===== config.mk =====
export PLATFORM = sky130hd
export DESIGN_NAME = cond_flag_unit_flat
export DESIGN_NICKNAME = d
export VERILOG_FILES = /design/src/rtl/cond_flag_unit_if.sv /design/src/rtl/cond_flag_unit.sv /design/src/flat_wrapper.sv
export SDC_FILE = /design/constraint.sdc
export NUM_CORES = 1
export LEC_CHECK = 0
export ABC_AREA = 1
export BUFFER_PORTS_ARGS = -buffer_cell sky130_fd_sc_hd__clkbuf_2
export CAP_MARGIN = 20
export CELL_PAD_IN_SITES_DETAIL_PLACEMENT = 0
export CELL_PAD_IN_SITES_GLOBAL_PLACEMENT = 2
export CORE_MARGIN = 1.5
export CORE_UTILIZATION = 29
export DETAILED_ROUTE_END_ITERATION = 8
export GPL_TIMING_DRIVEN = 0
export PLACE_DENSITY_LB_ADDON = 0.1
export SYNTH_ARGS = -nofsm -noshare
export SYNTH_HDL_FRONTEND = slang
export SYNTH_SLANG_ARGS = --single-unit

===== constraint.sdc =====
create_clock -name clk -period 2 [get_ports clk]
set_input_delay 0.1 -clock clk [delete_from_list [all_inputs] [get_ports clk]]
set_output_delay 0.1 -clock clk [all_outputs]
set_load 0.02 [all_outputs]

===== src/rtl/cond_flag_unit_if.sv =====
// cond_flag_unit_if
// Groups the flag-write, instruction-issue and execute-result signals of
// cond_flag_unit.
//   master : the upstream/downstream side (drives flag writes, issue, exec_ready)
//   slave  : cond_flag_unit itself
// Parameter CNT_W sets the width of skip_cnt and must match the unit's CNT_W.
interface cond_flag_unit_if #(
    parameter int CNT_W = 16
);
    logic             flag_wr_valid;
    logic             flag_wr_s;
    logic [3:0]       new_flag;
    logic             flag_busy;
    logic             instr_valid;
    logic [3:0]       instr_cond;
    logic             instr_ready;
    logic             exec_valid;
    logic             exec_pass;
    logic [3:0]       exec_cond;
    logic             exec_ready;
    logic [3:0]       flags;
    logic [CNT_W-1:0] skip_cnt;

    modport master (
        output flag_wr_valid, flag_wr_s, new_flag, flag_busy,
        output instr_valid, instr_cond, exec_ready,
        input  instr_ready, exec_valid, exec_pass, exec_cond, flags, skip_cnt
    );

    modport slave (
        input  flag_wr_valid, flag_wr_s, new_flag, flag_busy,
        input  instr_valid, instr_cond, exec_ready,
        output instr_ready, exec_valid, exec_pass, exec_cond, flags, skip_cnt
    );
endinterface


===== src/rtl/cond_flag_unit.sv =====
// cond_flag_unit
// Holds the NZCV register, evaluates each issuing instruction's condition
// field against it, and presents a one-deep registered pass/fail result to
// execute. Stalls issue while a flag write is in flight and counts
// condition-failed instructions (saturating).
// Ports:
//   clk    : system clock, rising edge
//   rst_n  : asynchronous active-low reset
//   bus    : cond_flag_unit_if.slave (flag write, issue, exec result, flags, skip_cnt)
// Build option: define COND_FLAG_FWD_EN to forward a same-cycle flag write
// into condition evaluation instead of stalling on it.
//
// state | meaning
// IDLE  | result slot empty, exec_valid=0
// HOLD  | result slot full, exec_valid=1, waiting for exec_ready
module cond_flag_unit #(
    parameter int         CNT_W     = 16,
    parameter logic [3:0] RST_FLAGS = 4'b0000
) (
    input logic            clk,
    input logic            rst_n,
    cond_flag_unit_if.slave bus
);
    typedef enum logic {IDLE, HOLD} state_t;

    localparam logic [3:0] COND_AL = 4'd14;
    localparam logic [3:0] COND_NV = 4'd15;

    state_t           state_q, state_d;
    logic [3:0]       flags_q;
    logic             pass_q, pass_d;
    logic [3:0]       cond_q, cond_d;
    logic [CNT_W-1:0] cnt_q, cnt_d;

    logic             flag_we;
    logic [3:0]       eval_flags;
    logic             hazard;
    logic             stall;
    logic             slot_free;
    logic             ready;
    logic             accept;

    function automatic logic cond_pass(input logic [3:0] c, input logic [3:0] f);
        logic n, z, cy, v;
        n  = f[3];
        z  = f[2];
        cy = f[1];
        v  = f[0];
        case (c)
            4'd0:    cond_pass = z;
            4'd1:    cond_pass = !z;
            4'd2:    cond_pass = cy;
            4'd3:    cond_pass = !cy;
            4'd4:    cond_pass = n;
            4'd5:    cond_pass = !n;
            4'd6:    cond_pass = v;
            4'd7:    cond_pass = !v;
            4'd8:    cond_pass = cy && !z;
            4'd9:    cond_pass = !cy || z;
            4'd10:   cond_pass = (n == v);
            4'd11:   cond_pass = (n != v);
            4'd12:   cond_pass = !z && (n == v);
            4'd13:   cond_pass = z || (n != v);
            4'd14:   cond_pass = 1'b1;
            default: cond_pass = 1'b0;
        endcase
    endfunction

    assign flag_we = bus.flag_wr_valid && bus.flag_wr_s;

`ifdef COND_FLAG_FWD_EN
    assign eval_flags = flag_we ? bus.new_flag : flags_q;
    assign hazard     = bus.flag_busy;
`else
    assign eval_flags = flags_q;
    assign hazard     = bus.flag_busy || flag_we;
`endif

    // AL and NV do not depend on the flags, so they never wait on a write.
    assign stall = hazard && (bus.instr_cond != COND_AL) && (bus.instr_cond != COND_NV);

    always_comb begin
        state_d   = state_q;
        pass_d    = pass_q;
        cond_d    = cond_q;
        cnt_d     = cnt_q;
        slot_free = 1'b0;
        case (state_q)
            IDLE:    slot_free = 1'b1;
            HOLD:    slot_free = bus.exec_ready;
            default: slot_free = 1'b0;
        endcase
        ready  = slot_free && !stall;
        accept = bus.instr_valid && ready;
        if (accept) begin
            state_d = HOLD;
            cond_d  = bus.instr_cond;
            pass_d  = cond_pass(bus.instr_cond, eval_flags);
            if (!pass_d && (cnt_q != {CNT_W{1'b1}}))
                cnt_d = cnt_q + {{(CNT_W-1){1'b0}}, 1'b1};
        end else if ((state_q == HOLD) && bus.exec_ready) begin
            state_d = IDLE;
        end
    end

    always_ff @(posedge clk or negedge rst_n) begin
        if (!rst_n) begin
            state_q <= IDLE;
            pass_q  <= 1'b0;
            cond_q  <= 4'd0;
            cnt_q   <= '0;
        end else begin
            state_q <= state_d;
            pass_q  <= pass_d;
            cond_q  <= cond_d;
            cnt_q   <= cnt_d;
        end
    end

    always_ff @(posedge clk or negedge rst_n) begin
        if (!rst_n)
            flags_q <= RST_FLAGS;
        else if (flag_we)
            flags_q <= bus.new_flag;
    end

    assign bus.instr_ready = ready;
    assign bus.exec_valid  = (state_q == HOLD);
    assign bus.exec_pass   = pass_q;
    assign bus.exec_cond   = cond_q;
    assign bus.flags       = flags_q;
    assign bus.skip_cnt    = cnt_q;
endmodule


===== src/flat_wrapper.sv =====
// flat-port wrapper written by rule: the top's interface ports become plain ports
module cond_flag_unit_flat 
#(
    parameter int         CNT_W     = 16,
    parameter logic [3:0] RST_FLAGS = 4'b0000
)
  (clk, rst_n, bus_flag_wr_valid, bus_flag_wr_s, bus_new_flag, bus_flag_busy, bus_instr_valid, bus_instr_cond, bus_exec_ready, bus_instr_ready, bus_exec_valid, bus_exec_pass, bus_exec_cond, bus_flags, bus_skip_cnt);
  cond_flag_unit_if #(.CNT_W(CNT_W)) bus_i ();
  input logic clk;
  input logic rst_n;
  input wire logic [$bits(bus_i.flag_wr_valid)-1:0] bus_flag_wr_valid;
  input wire logic [$bits(bus_i.flag_wr_s)-1:0] bus_flag_wr_s;
  input wire logic [$bits(bus_i.new_flag)-1:0] bus_new_flag;
  input wire logic [$bits(bus_i.flag_busy)-1:0] bus_flag_busy;
  input wire logic [$bits(bus_i.instr_valid)-1:0] bus_instr_valid;
  input wire logic [$bits(bus_i.instr_cond)-1:0] bus_instr_cond;
  input wire logic [$bits(bus_i.exec_ready)-1:0] bus_exec_ready;
  output wire logic [$bits(bus_i.instr_ready)-1:0] bus_instr_ready;
  output wire logic [$bits(bus_i.exec_valid)-1:0] bus_exec_valid;
  output wire logic [$bits(bus_i.exec_pass)-1:0] bus_exec_pass;
  output wire logic [$bits(bus_i.exec_cond)-1:0] bus_exec_cond;
  output wire logic [$bits(bus_i.flags)-1:0] bus_flags;
  output wire logic [$bits(bus_i.skip_cnt)-1:0] bus_skip_cnt;
  assign bus_i.flag_wr_valid = bus_flag_wr_valid;
  assign bus_i.flag_wr_s = bus_flag_wr_s;
  assign bus_i.new_flag = bus_new_flag;
  assign bus_i.flag_busy = bus_flag_busy;
  assign bus_i.instr_valid = bus_instr_valid;
  assign bus_i.instr_cond = bus_instr_cond;
  assign bus_i.exec_ready = bus_exec_ready;
  assign bus_instr_ready = bus_i.instr_ready;
  assign bus_exec_valid = bus_i.exec_valid;
  assign bus_exec_pass = bus_i.exec_pass;
  assign bus_exec_cond = bus_i.exec_cond;
  assign bus_flags = bus_i.flags;
  assign bus_skip_cnt = bus_i.skip_cnt;
  cond_flag_unit #(.CNT_W(CNT_W), .RST_FLAGS(RST_FLAGS)) u_core (.clk(clk), .rst_n(rst_n), .bus(bus_i));
endmodule

* Yosys cells after proc, flatten, opt, wreduce, memory -nomap -nowiden
Cells that the tools add are included.
** Word-level totals
- Bits of input ports :: 15
- Logic and storage cells :: 52
- Bits in latches :: 0
- Memories kept :: 0
- Flip-flop bits (word level) :: 26
- Memory bits (writable) :: 0
- Bits in read-only memories :: 0
** Cells by class
- Multiply operators :: 0
- Bitwise logic cells :: 1
- Add/sub/neg operators :: 1
- Reductions and logical operators :: 21
- Equality and inequality tests :: 19
- Div/mod/pow operators :: 0
- Mux-type cells :: 5
- $lt $le $gt $ge :: 0
- Shift operators :: 0
** Operator list (count)
- 4-bit equality test, second input constant :: 7
- 16-bit by 1-bit adder with 16-bit output, second input constant :: 1
- 4-bit by 3-bit equality test with 1-bit output, second input constant :: 4
- 16-bit != test, second input constant :: 1
- 1-bit case mux with 15 select lines :: 1
- 1-bit logical AND :: 9
- 4-bit by 2-bit equality test with 1-bit output, second input constant :: 2
- 4-bit != test, second input constant :: 2
- 1-bit zero test :: 6
- 4-bit by 1-bit equality test with 1-bit output, second input constant :: 1
- 4-bit zero test :: 1
- 1-bit logical OR :: 3
- 1-bit two-way mux :: 3
- 1-bit case mux with 2 select lines :: 1
- 2-bit AND reduction :: 1
- 2-bit nonzero test :: 1
- 1-bit equality test :: 1
- 1-bit != test :: 1
- 1-bit NOT :: 1

* Longest topological paths before layout
Gate-level depths: netlist of run 1.
- Depth after elaboration :: 11
- Gate-level depth with buffers :: 12
- Gate-level depth less buffers :: 11

* Worst setup path after synthesis of run 1
No wires, ideal clock.
- Path kind :: reg-to-reg
- From :: register u_core.cnt_q[0], in the netlist u_core.bus.skip_cnt[0]
- To :: register u_core.cnt_q[15], in the netlist u_core.bus.skip_cnt[15]
- Data arrival time :: 1680 ps
- Cell stages (with the launch flop) :: 11
- Path slack :: 255 ps
- Clock period less this slack :: 1745 ps
- Cells stage by stage :: dfrtp_1 > ha_1 > nand2_1 > nor2_4 > nand2_2 > nor2_4 > nand3_4 > nand4_4 > buf_6 > nand2_1 > nand2_1
** Between the ends
- Word-level cells in the longest chain between the ends :: 3
** Ends and longest elaborated chain
- start: declaration :: line cond_flag_unit.sv:33 : logic [CNT_W-1:0] cnt_q, cnt_d;
- start signal: assignment :: line cond_flag_unit.sv:116 : cnt_q <= cnt_d;
- branches (longest 3 deep; another with 16-bit by 1-bit adder with 16-bit output)
Several ways; the timed one is not identified.
A chain may end at the register's enable or synchronous reset.

* Worst setup path in the final report of run 1
- From :: register u_core.cnt_q[1], in the netlist u_core.bus.skip_cnt[1]
- To :: register u_core.cnt_q[2], in the netlist u_core.bus.skip_cnt[2]
Same word-level chain as after synthesis.

==> results of run 1 <==
[repair_timing]
action | 4_1_cts | 5_1_grt
setup endpoints to repair | 0 | 10
resized for setup | 0 | 2
endpoints found under the hold margin | 26 | 0
hold buffers | 1 | 0
buffers inserted | 0 | 0
[state kept, by name, summed over array words and instances, names as in the netlist]
name,cells
u_core.bus.exec_cond,4
u_core.bus.exec_pass,1
u_core.bus.exec_valid,1
u_core.bus.flags,4
u_core.bus.skip_cnt,16
[cells by family (layout without fill, tap and decap cells)]
kind of cell	after synthesis	in the layout	share of synthesized area
AND/OR/NAND/NOR	161	161	0.433
adder cells (fa/ha/maj)	1	1	0.00712
buffers and inverters	29	74	0.0726
XOR/XNOR	13	13	0.0648
flip-flops	26	26	0.370
AO/OA/AOI/OAI	15	15	0.0520
[report_power, final]
group	leakage, nW	switching, W	internal [W]
Combinational	0.746	0.000321	0.000165
Sequential	0.342	0.0000819	0.000598
Clock	0.0216	0.000173	0.000135
[layout make-up]
type	count	area share
Multi-Input combinational cell	190	0.464
Sequential cell	26	0.309
Timing Repair Buffer	42	0.102
Tap cell	75	0.0445
Inverter	24	0.0427
Clock buffer	3	0.0196
Buffer	5	0.0178
[worst min-delay path: cells and delay by family]
| family | cells | cell delay, ns |
|---|---|---|
| buffers and inverters | 1 | 0.07 |
| and+or+nand+nor | 1 | 0.04 |
| AOI/OAI and AO/OA | 1 | 0.05 |
[routing by layer]
layer	vias to the layer above	track usage	routed length [microns]
met1	735	0.238	2530
met2	42	0.213	1850
li1	878	-	-
met4	0	0.0397	35
met5	-	0	0
met3	4	0.0191	275
[placed cells by master (no fill, tap or decap), drive strengths merged]
cell,instances
a21oi,4
and2,1
buf,5
clkbuf,44
clkinv,1
dfrtp,26
dlygate4sd3,1
ha,1
inv,23
nand2,96
nand3,18
nand4,18
nor2,26
nor3,2
o21ai,9
o22ai,2
xnor2,6
xor2,7
[path summary, 6_finish.rpt]
check                      slack [ns]              startpoint  cells past startpoint                      to
min                              0.03         bus_new_flag[1]                      3     u_core.bus.flags[1]
min reg2reg                      0.49    u_core.bus.exec_pass                      2    u_core.bus.exec_pass
max                              0.17  u_core.bus.skip_cnt[1]                     10  u_core.bus.skip_cnt[2]
min in group asynchronous        0.38                   rst_n                      2  u_core.bus.skip_cnt[8]
max in group asynchronous        1.14                   rst_n                      2  u_core.bus.skip_cnt[0]
max reg2reg                      0.17  u_core.bus.skip_cnt[1]                     10  u_core.bus.skip_cnt[2]
[per-stage QoR]
stage,instance area (sq um),hold WS [ns],worst slack [ns],std cells
global route,2110,0.0304,0.00502,365
finish,2110,0.0336,0.171,365
global placement,2060,0.180,0.130,361
floorplan,1760,-0.196,0.255,245
detailed placement,2060,0.192,0.125,361
CTS,2110,0.0234,0.0987,365
==> impl_metrics.tcl, run 1 <==
set metrics [dict create \
    postLayoutCoreUtil 0.358 \
    rows 28 \
    period_minus_slack_ns 1.83 \
    path_clk_slew_ns 0.10 \
    ios 42 \
    worstSkewPairLatency_ns 0.28 \
    design.core.area_sq_um 5890 \
    drc_errors 0 \
    worst_path_dominant_cell_family "simple AND/OR/NAND/NOR gates" \
    yosysTopAreaCellShare 0.370 \
    setup_viol 0 \
    crit_top_cell "nand2_1" \
    slew_headroom 0.553 \
    path_buf_inv 1 \
    syn_avg_cell_area_sq_um 7.17 \
    tightest_slew_ns 0.671 \
    post-route-period-util 0.914 \
    crit_required_ns 2.21 \
    grt_usage 0.151 \
    wl_per_cell_microns 12.9 \
    p_leak_nw 1.11 \
    layout-drive-gt1-share 0.245 \
    cts_max_path_buffers 2 \
    synth_edf_count 0 \
    cts_tree "built" \
    ys_ff_latch 26 \
    synthArstFlopShare 1.00 \
    crit_path_cell_trace "ha_1, nand2_1, nor2_4, nand2_2, nor2_4, nand3_4, nand4_4, buf_6, nand2_1, nand2_1" \
    slowest_delay_ns 0.42 \
    synthMostInstantiatedCell "nand2_1" \
    finalMaxSlewViolations 0 \
    ant_nets 0 \
    drt-initial-drc-count 94 \
    critPathMaxFanout 10 \
    tns_ns 0 \
    vias 1659 \
    critPathKind "reg -> reg" \
    die-height_microns 80.8 \
    endpoint_kind "flip-flop" \
    grt_overflow_total 0 \
    routed_wl_microns 4690 \
    p_per_area_nw_per_um2 699 \
    synthFlopType "dfrtp_1" \
    dieWidth_microns 80.8 \
    hold_class "in -> reg" \
    syn_to_final_growth_pct 20.0 \
    vias_per_cell 4.55 \
    vdd_drop_max_mv 0.335 \
    antenna_found_initial 0 \
    synthTopCellsByCount "nand2_1 (92), dfrtp_1 (26), nor2_1 (21)" \
    yosys_warnings 0 \
    grt_setup_unrepaired "no" \
    place.gp.congestion 0.804 \
    register_area_sq_um 652 \
    nNetsFinal 308 \
    numCtsBuffers 3 \
    cp.arrival_ns 2.04 \
    die-area_sq_um 6530 \
    root_buffer "clkbuf_8" \
    first_pass_iters 4 \
    io_buffer_count 41 \
    max_freq_ghz 0.547 \
    diodes 0 \
    synthTopCellsByArea "dfrtp_1 (37%), nand2_1 (20%), nand4_1 (6.1%)" \
    synth_nets 261 \
    syn-cell-area_sq_um 1760 \
    hpwlAfterDp_microns 3530 \
    nFillCells 670 \
    finalPower_w 0.00147 \
    synth_top_area_cell "dfrtp_1" \
    grt_pass1_wl_microns 7530 \
    grt_max_degree 27 \
    cap_violations 0 \
    multi_input_area_sq_um 978 \
    cts.sinks 26 \
    cpMaxStageDelayCell "dfrtp_1" \
    ys_seq_area_frac 0.370 \
    netlist_instances 245 \
    cts_max_level 1 \
    hold_viol_final 0 \
    critPathLaunchType "flip-flop" \
    start_util 0.298 \
    clock_skew_ns 0.0110 \
    grt_pass1_vias 1488 \
    outcome "completed" \
    yosys.cell_types.count 28 \
]
No activity file was read; power rests on OpenSTA's default activity.
==> run 2: changes to the inputs <==
--- a/config.mk
+++ b/config.mk
@@ -11,7 +11,7 @@
 export CELL_PAD_IN_SITES_DETAIL_PLACEMENT = 0
 export CELL_PAD_IN_SITES_GLOBAL_PLACEMENT = 2
 export CORE_MARGIN = 1.5
-export CORE_UTILIZATION = 29
+export CORE_UTILIZATION = 26
 export DETAILED_ROUTE_END_ITERATION = 8
 export GPL_TIMING_DRIVEN = 0
 export PLACE_DENSITY_LB_ADDON = 0.1
==> constraint.sdc (replaced) <==
create_clock -name clk -period 1.55 [get_ports clk]
set_input_delay 0.0775 -clock clk [delete_from_list [all_inputs] [get_ports clk]]
set_output_delay 0.0775 -clock clk [all_outputs]
set_load 0.02 [all_outputs]
==> run 2 against run 1 <==
  * The flow now finishes with violations (DRC, setup timing)
  * Sequential share of layout area down 3.3 points
  * Combinational power is 71% higher
  * Fmax rose by 18%
  * Clock skew down 0.0091 ns
  * Worst setup slack worse by 0.17 ns
  * Count of clock-buffer cells in the layout unchanged
  * Critical path depth rose by 1
  * Sequential cell count unchanged
  * Register-to-register slack worse by 0.17 ns
  * Largest cell class unchanged
==> impl_metrics.tcl, run 2 (synthesized netlist as in run 1, its figures left out) <==
set metrics [dict create \
    cts_tree "built" \
    grt_max_degree 27 \
    wl_per_cell_microns 13.3 \
    cts_max_path_buffers 2 \
    fin_cells 386 \
    dieWidth_microns 85.2 \
    cts_max_level 1 \
    max_freq_ghz 0.645 \
    crit_required_ns 1.72 \
    antenna_found_initial 0 \
    period_minus_slack_ns 1.55 \
    grt_overflow_total 0 \
    grt_usage 0.148 \
    final_common_cell "nand2_1" \
    pre_cts_ws_ns -0.181 \
    hold_viol_final 0 \
    grt_pass1_wl_microns 8440 \
    place.gp.congestion 0.779 \
    endpoint_kind "flip-flop" \
    slew_headroom 0.548 \
    syn_to_final_growth_pct 36.5 \
    nNetsFinal 327 \
    vdd_drop_max_mv 0.522 \
    setup_ws_ns -0.000472 \
    layout-drive-gt1-share 0.385 \
    numCtsBuffers 3 \
    finalMaxSlewViolations 0 \
    design.core.area_sq_um 6420 \
    cap_violations 0 \
    setup_viol 1 \
    tightest_slew_ns 0.678 \
    routed_wl_microns 5120 \
    grt_setup_unrepaired "yes" \
    grt_pass1_vias 1626 \
    hpwlAfterDp_microns 3650 \
    worstSkewPairLatency_ns 0.27 \
    dp.cells 363 \
    start_util 0.274 \
    outcome "complete, but fails checks" \
    ant_nets 0 \
    critPathLaunchType "flip-flop" \
    path_clk_slew_ns 0.09 \
    tns_ns -0.000472 \
    p_per_area_nw_per_um2 882 \
    root_buffer "clkbuf_8" \
    die-area_sq_um 7260 \
    hold_class "in -> reg" \
    nFillCells 705 \
    holdWs_ns 0.00220 \
    die-height_microns 85.2 \
    diodes 0 \
    clock_skew_ns 0.00186 \
    drt-initial-drc-count 80 \
    io_buffer_count 41 \
    violations "DRC, setup timing" \
    ios 42 \
    p_leak_nw 1.23 \
    largest_reg_flops 16 \
    final_cell_mix "nand2_1 (76), clkbuf_2 (41), nor2_1 (19)" \
    rows 29 \
    vias 1747 \
    first_pass_iters 6 \
    cts.sinks 26 \
    cp.arrival_ns 1.73 \
    vias_per_cell 4.53 \
    critPathKind "reg -> reg" \
    drc_errors 3 \
    post-route-period-util 1.00 \
    critPathMaxFanout 5 \
]
[run 2: cell types whose count changed in the layout (fill, tap and decap cells not counted), moves of 2 or more]
cell     previous run  this run
nor2_2              1         3
nor2_1             21        19
buf_4               0        12
buf_6               2         8
dfrtp_2             1         9
nand2_4             0         4
nand2_2             4        16
dfrtp_1            25        17
nand2_1            92        76
[run 2: routing by layer]
metal,GRT usage,routed length [microns]
met5,0,0
met4,0.0313,41
met3,0.0195,211
met2,0.201,2070
met1,0.244,2800
[run 2: cell type report]
| class | count | area [sq um] | area share |
|---|---|---|---|
| Multi-Input combinational cell | 190 | 1070 | 0.447 |
| Timing Repair Buffer | 61 | 392 | 0.163 |
| Buffer | 5 | 43.8 | 0.0183 |
| Clock buffer | 3 | 41.3 | 0.0172 |
| Tap cell | 77 | 96.3 | 0.0402 |
| Sequential cell | 26 | 662 | 0.276 |
| Inverter | 24 | 92.6 | 0.0386 |
[run 2: worst paths after layout]
kind	from	endpoint	slack (ns)	cells past startpoint
setup / recovery	u_core.bus.flags[3]	u_core.bus.skip_cnt[6]	-0.0005	11
hold / removal	bus_new_flag[2]	u_core.bus.flags[2]	0.002	3
setup reg to reg	u_core.bus.flags[3]	u_core.bus.skip_cnt[6]	-0.0005	11
hold reg to reg	u_core.bus.exec_cond[1]	u_core.bus.exec_cond[1]	0.50	2
max in group asynchronous	rst_n	u_core.bus.flags[0]	0.70	2
min in group asynchronous	rst_n	u_core.bus.exec_cond[2]	0.36	2
[run 2: timing repair]
| item | CTS | global route |
|---|---|---|
| buffers inserted | 15 | 1 |
| hold buffers | 2 | 0 |
| pin swaps | 6 | 9 |
| gates resized for setup | 9 | 26 |
| setup endpoints to repair | 16 | 17 |
| endpoints found under the hold margin | 27 | 0 |
| cloned | 1 | 1 |
[run 2: where the power goes]
part	leakage (nW)	switching, W	internal [W]
sequential	0.331	0.000108	0.000775
combinational	0.878	0.000489	0.000342
clock	0.0216	0.000228	0.000175
total	1.23	0.000824	0.00129
[run 2: metrics by stage]
step	cell area (sq um)	util	total power [W]
after global placement	2090	0.326	0.00156
after global routing	2400	0.373	0.00226
after floorplan	1790	-	0.00133
after detailed placement	2090	0.326	0.00157
after CTS	2310	0.360	0.00210
final	2400	0.373	0.00212
[run 2: critical path, cell delays in order (launching register included)]
cell     delay [ns]
dfrtp_2        0.47
inv_2          0.10
nand2_2        0.06
nand2_4        0.08
nand2_2        0.07
nand3_2        0.05
nand2_1        0.05
nor2_2         0.15
nand4_4        0.14
buf_6          0.18
nand2_1        0.05
nand2_1        0.04
==> run 3: changes to the inputs <==
--- a/config.mk
+++ b/config.mk
@@ -14,7 +14,8 @@
 export CORE_UTILIZATION = 26
 export DETAILED_ROUTE_END_ITERATION = 8
 export GPL_TIMING_DRIVEN = 0
-export PLACE_DENSITY_LB_ADDON = 0.1
+export PLACE_DENSITY_LB_ADDON = 0.05
+export SETUP_SLACK_MARGIN = 0.1
 export SYNTH_ARGS = -nofsm -noshare
 export SYNTH_HDL_FRONTEND = slang
 export SYNTH_SLANG_ARGS = --single-unit
==> run 3 against run 2 <==
  * Die area did not move
  * Non-clock buffer count did not move
  * Highest routed layer unchanged
  * Core utilization fell by 0.37 points
  * The flow finishes with violations (DRC)
  * Cell area fell by 0.99%
==> impl_metrics.tcl, run 3 (synthesized netlist as in run 1, its figures left out) <==
set metrics [dict create \
    outcome "complete, but fails checks" \
    violations "DRC" \
    hold_viol_final 0 \
    crit_path_cell_trace "inv_4, nand2_1, nand2_1, nand3_1, nand2_1, nand2_1, nor2_2, nand4_4, buf_6, nand2_1, nand2_1" \
    rows 29 \
    numCtsBuffers 3 \
    setup_ws_ns 0.00993 \
    cts_max_path_buffers 2 \
    hold_class "in -> reg" \
    largest_reg_flops 16 \
    design.core.area_sq_um 6420 \
    worst_path_dominant_cell_family "simple AND/OR/NAND/NOR gates" \
    grt_overflow_total 0 \
    grt_max_degree 27 \
    pre_cts_ws_ns -0.179 \
    first_pass_iters 6 \
    place.gp.congestion 0.818 \
    vdd_drop_max_mv 0.489 \
    antenna_found_initial 0 \
    hpwlAfterDp_microns 3670 \
    dieWidth_microns 85.2 \
    die-area_sq_um 7260 \
    layout-drive-gt1-share 0.392 \
    tightest_slew_ns 0.704 \
    vias_per_cell 4.60 \
    critPathKind "reg -> reg" \
    p_per_area_nw_per_um2 898 \
    ios 42 \
    cp.arrival_ns 1.71 \
    cts_max_level 1 \
    crit_top_cell "nand2_1" \
    cts.sinks 26 \
    setup_viol 0 \
    period_minus_slack_ns 1.54 \
    root_buffer "clkbuf_8" \
    io_buffer_count 41 \
    grt_setup_unrepaired "yes" \
    vias 1776 \
    slowest_delay_ns 0.46 \
    final_common_cell "nand2_1" \
    endpoint_kind "flip-flop" \
    post-route-period-util 0.994 \
    cts_tree "built" \
    finalMaxSlewViolations 0 \
    finalPower_w 0.00213 \
    cpMaxStageDelayCell "dfrtp_2" \
    cap_violations 0 \
    drc_errors 5 \
    syn_to_final_growth_pct 35.2 \
    worstSkewPairLatency_ns 0.27 \
    crit_required_ns 1.72 \
    final_cell_mix "nand2_1 (77), clkbuf_2 (41)" \
    die-height_microns 85.2 \
    path_buf_inv 2 \
    start_util 0.274 \
    p_leak_nw 1.22 \
    critPathMaxFanout 6 \
    grt_pass1_vias 1700 \
    wl_per_cell_microns 13.5 \
    ant_nets 0 \
    slew_headroom 0.531 \
    drt-initial-drc-count 84 \
    routed_wl_microns 5230 \
    critPathLaunchType "flip-flop" \
    path_clk_slew_ns 0.10 \
    max_freq_ghz 0.649 \
    grt_usage 0.153 \
    nNetsFinal 327 \
    clock_skew_ns 0.00211 \
    grt_pass1_wl_microns 8780 \
    diodes 0 \
]
==> run 3: cell count changes in the layout (fill, tap and decap cells not counted), moves of 2 or more <==
cell / before / now
buf_4: 12 / 14
nand2_4: 4 / 2
nor2_1: 19 / 16
nor2_2: 3 / 6
==> run 3: repair_timing <==
action | 4_1_cts | 5_1_grt
endpoints found under the setup margin | 17 | 17
pin swaps | 9 | 14
cloned | 1 | 1
hold buffers | 1 | 0
gates resized for setup | 13 | 22
buffers inserted | 15 | 2
endpoints found under the hold margin | 26 | 0
==> run 3: where the power goes <==
part / switching, W / internal (W) / leakage (nW)
Sequential: 0.000112 / 0.000777 / 0.331
Combinational: 0.000496 / 0.000343 / 0.865
Clock: 0.000229 / 0.000175 / 0.0216
Total: 0.000837 / 0.00130 / 1.22
==> run 3: worst paths after layout <==
check | from | endpoint | slack (ns) | depth (start not counted)
worst max-delay path | u_core.bus.flags[0] | u_core.bus.skip_cnt[12] | 0.01 | 11
worst min-delay path | bus_new_flag[0] | u_core.bus.flags[0] | 0.003 | 3
worst max register to register | u_core.bus.flags[0] | u_core.bus.skip_cnt[12] | 0.01 | 11
worst min register to register | u_core.bus.exec_cond[3] | u_core.bus.exec_cond[3] | 0.50 | 2
max in group asynchronous | rst_n | u_core.bus.skip_cnt[5] | 0.68 | 2
min in group asynchronous | rst_n | u_core.bus.exec_cond[2] | 0.37 | 2
==> run 3: cell type report <==
| class | count | area [sq um] |
|---|---|---|
| sequential | 26 | 662 |
| inverter | 24 | 95.1 |
| fill | 709 | 4050 |
| clock buffer | 3 | 41.3 |
| timing repair buffer | 61 | 377 |
| tap | 77 | 96.3 |
| buffer | 5 | 43.8 |
| multi-input combinational | 190 | 1060 |
==> run 3: per-layer routing <==
metal | global-route usage | vias to the layer above | wire, microns
met4 | 0.0402 | 0 | 54
met5 | 0 | - | 0
met2 | 0.209 | 37 | 2020
met1 | 0.249 | 809 | 3000
li1 | - | 925 | -
met3 | 0.0156 | 5 | 161
==> run 3: per-stage QoR <==
step / util / instances / hold slack [ns] / area, sq um / TNS [ns]
after floorplan: - / 245 / -0.218 / 1790 / -0.183
after global placement: 0.326 / 363 / 0.163 / 2090 / -2.46
after detailed placement: 0.326 / 363 / 0.165 / 2090 / -1.83
after CTS: 0.358 / 383 / 0.00158 / 2300 / 0
after global routing: 0.370 / 386 / 0.00742 / 2370 / -1.61
final: 0.370 / 386 / 0.00339 / 2370 / 0
==> run 3: tightest hold or removal path: stages <==
cell and delay (ns):
clkbuf_2 0.07, nand2_1 0.04, o21ai_0 0.06
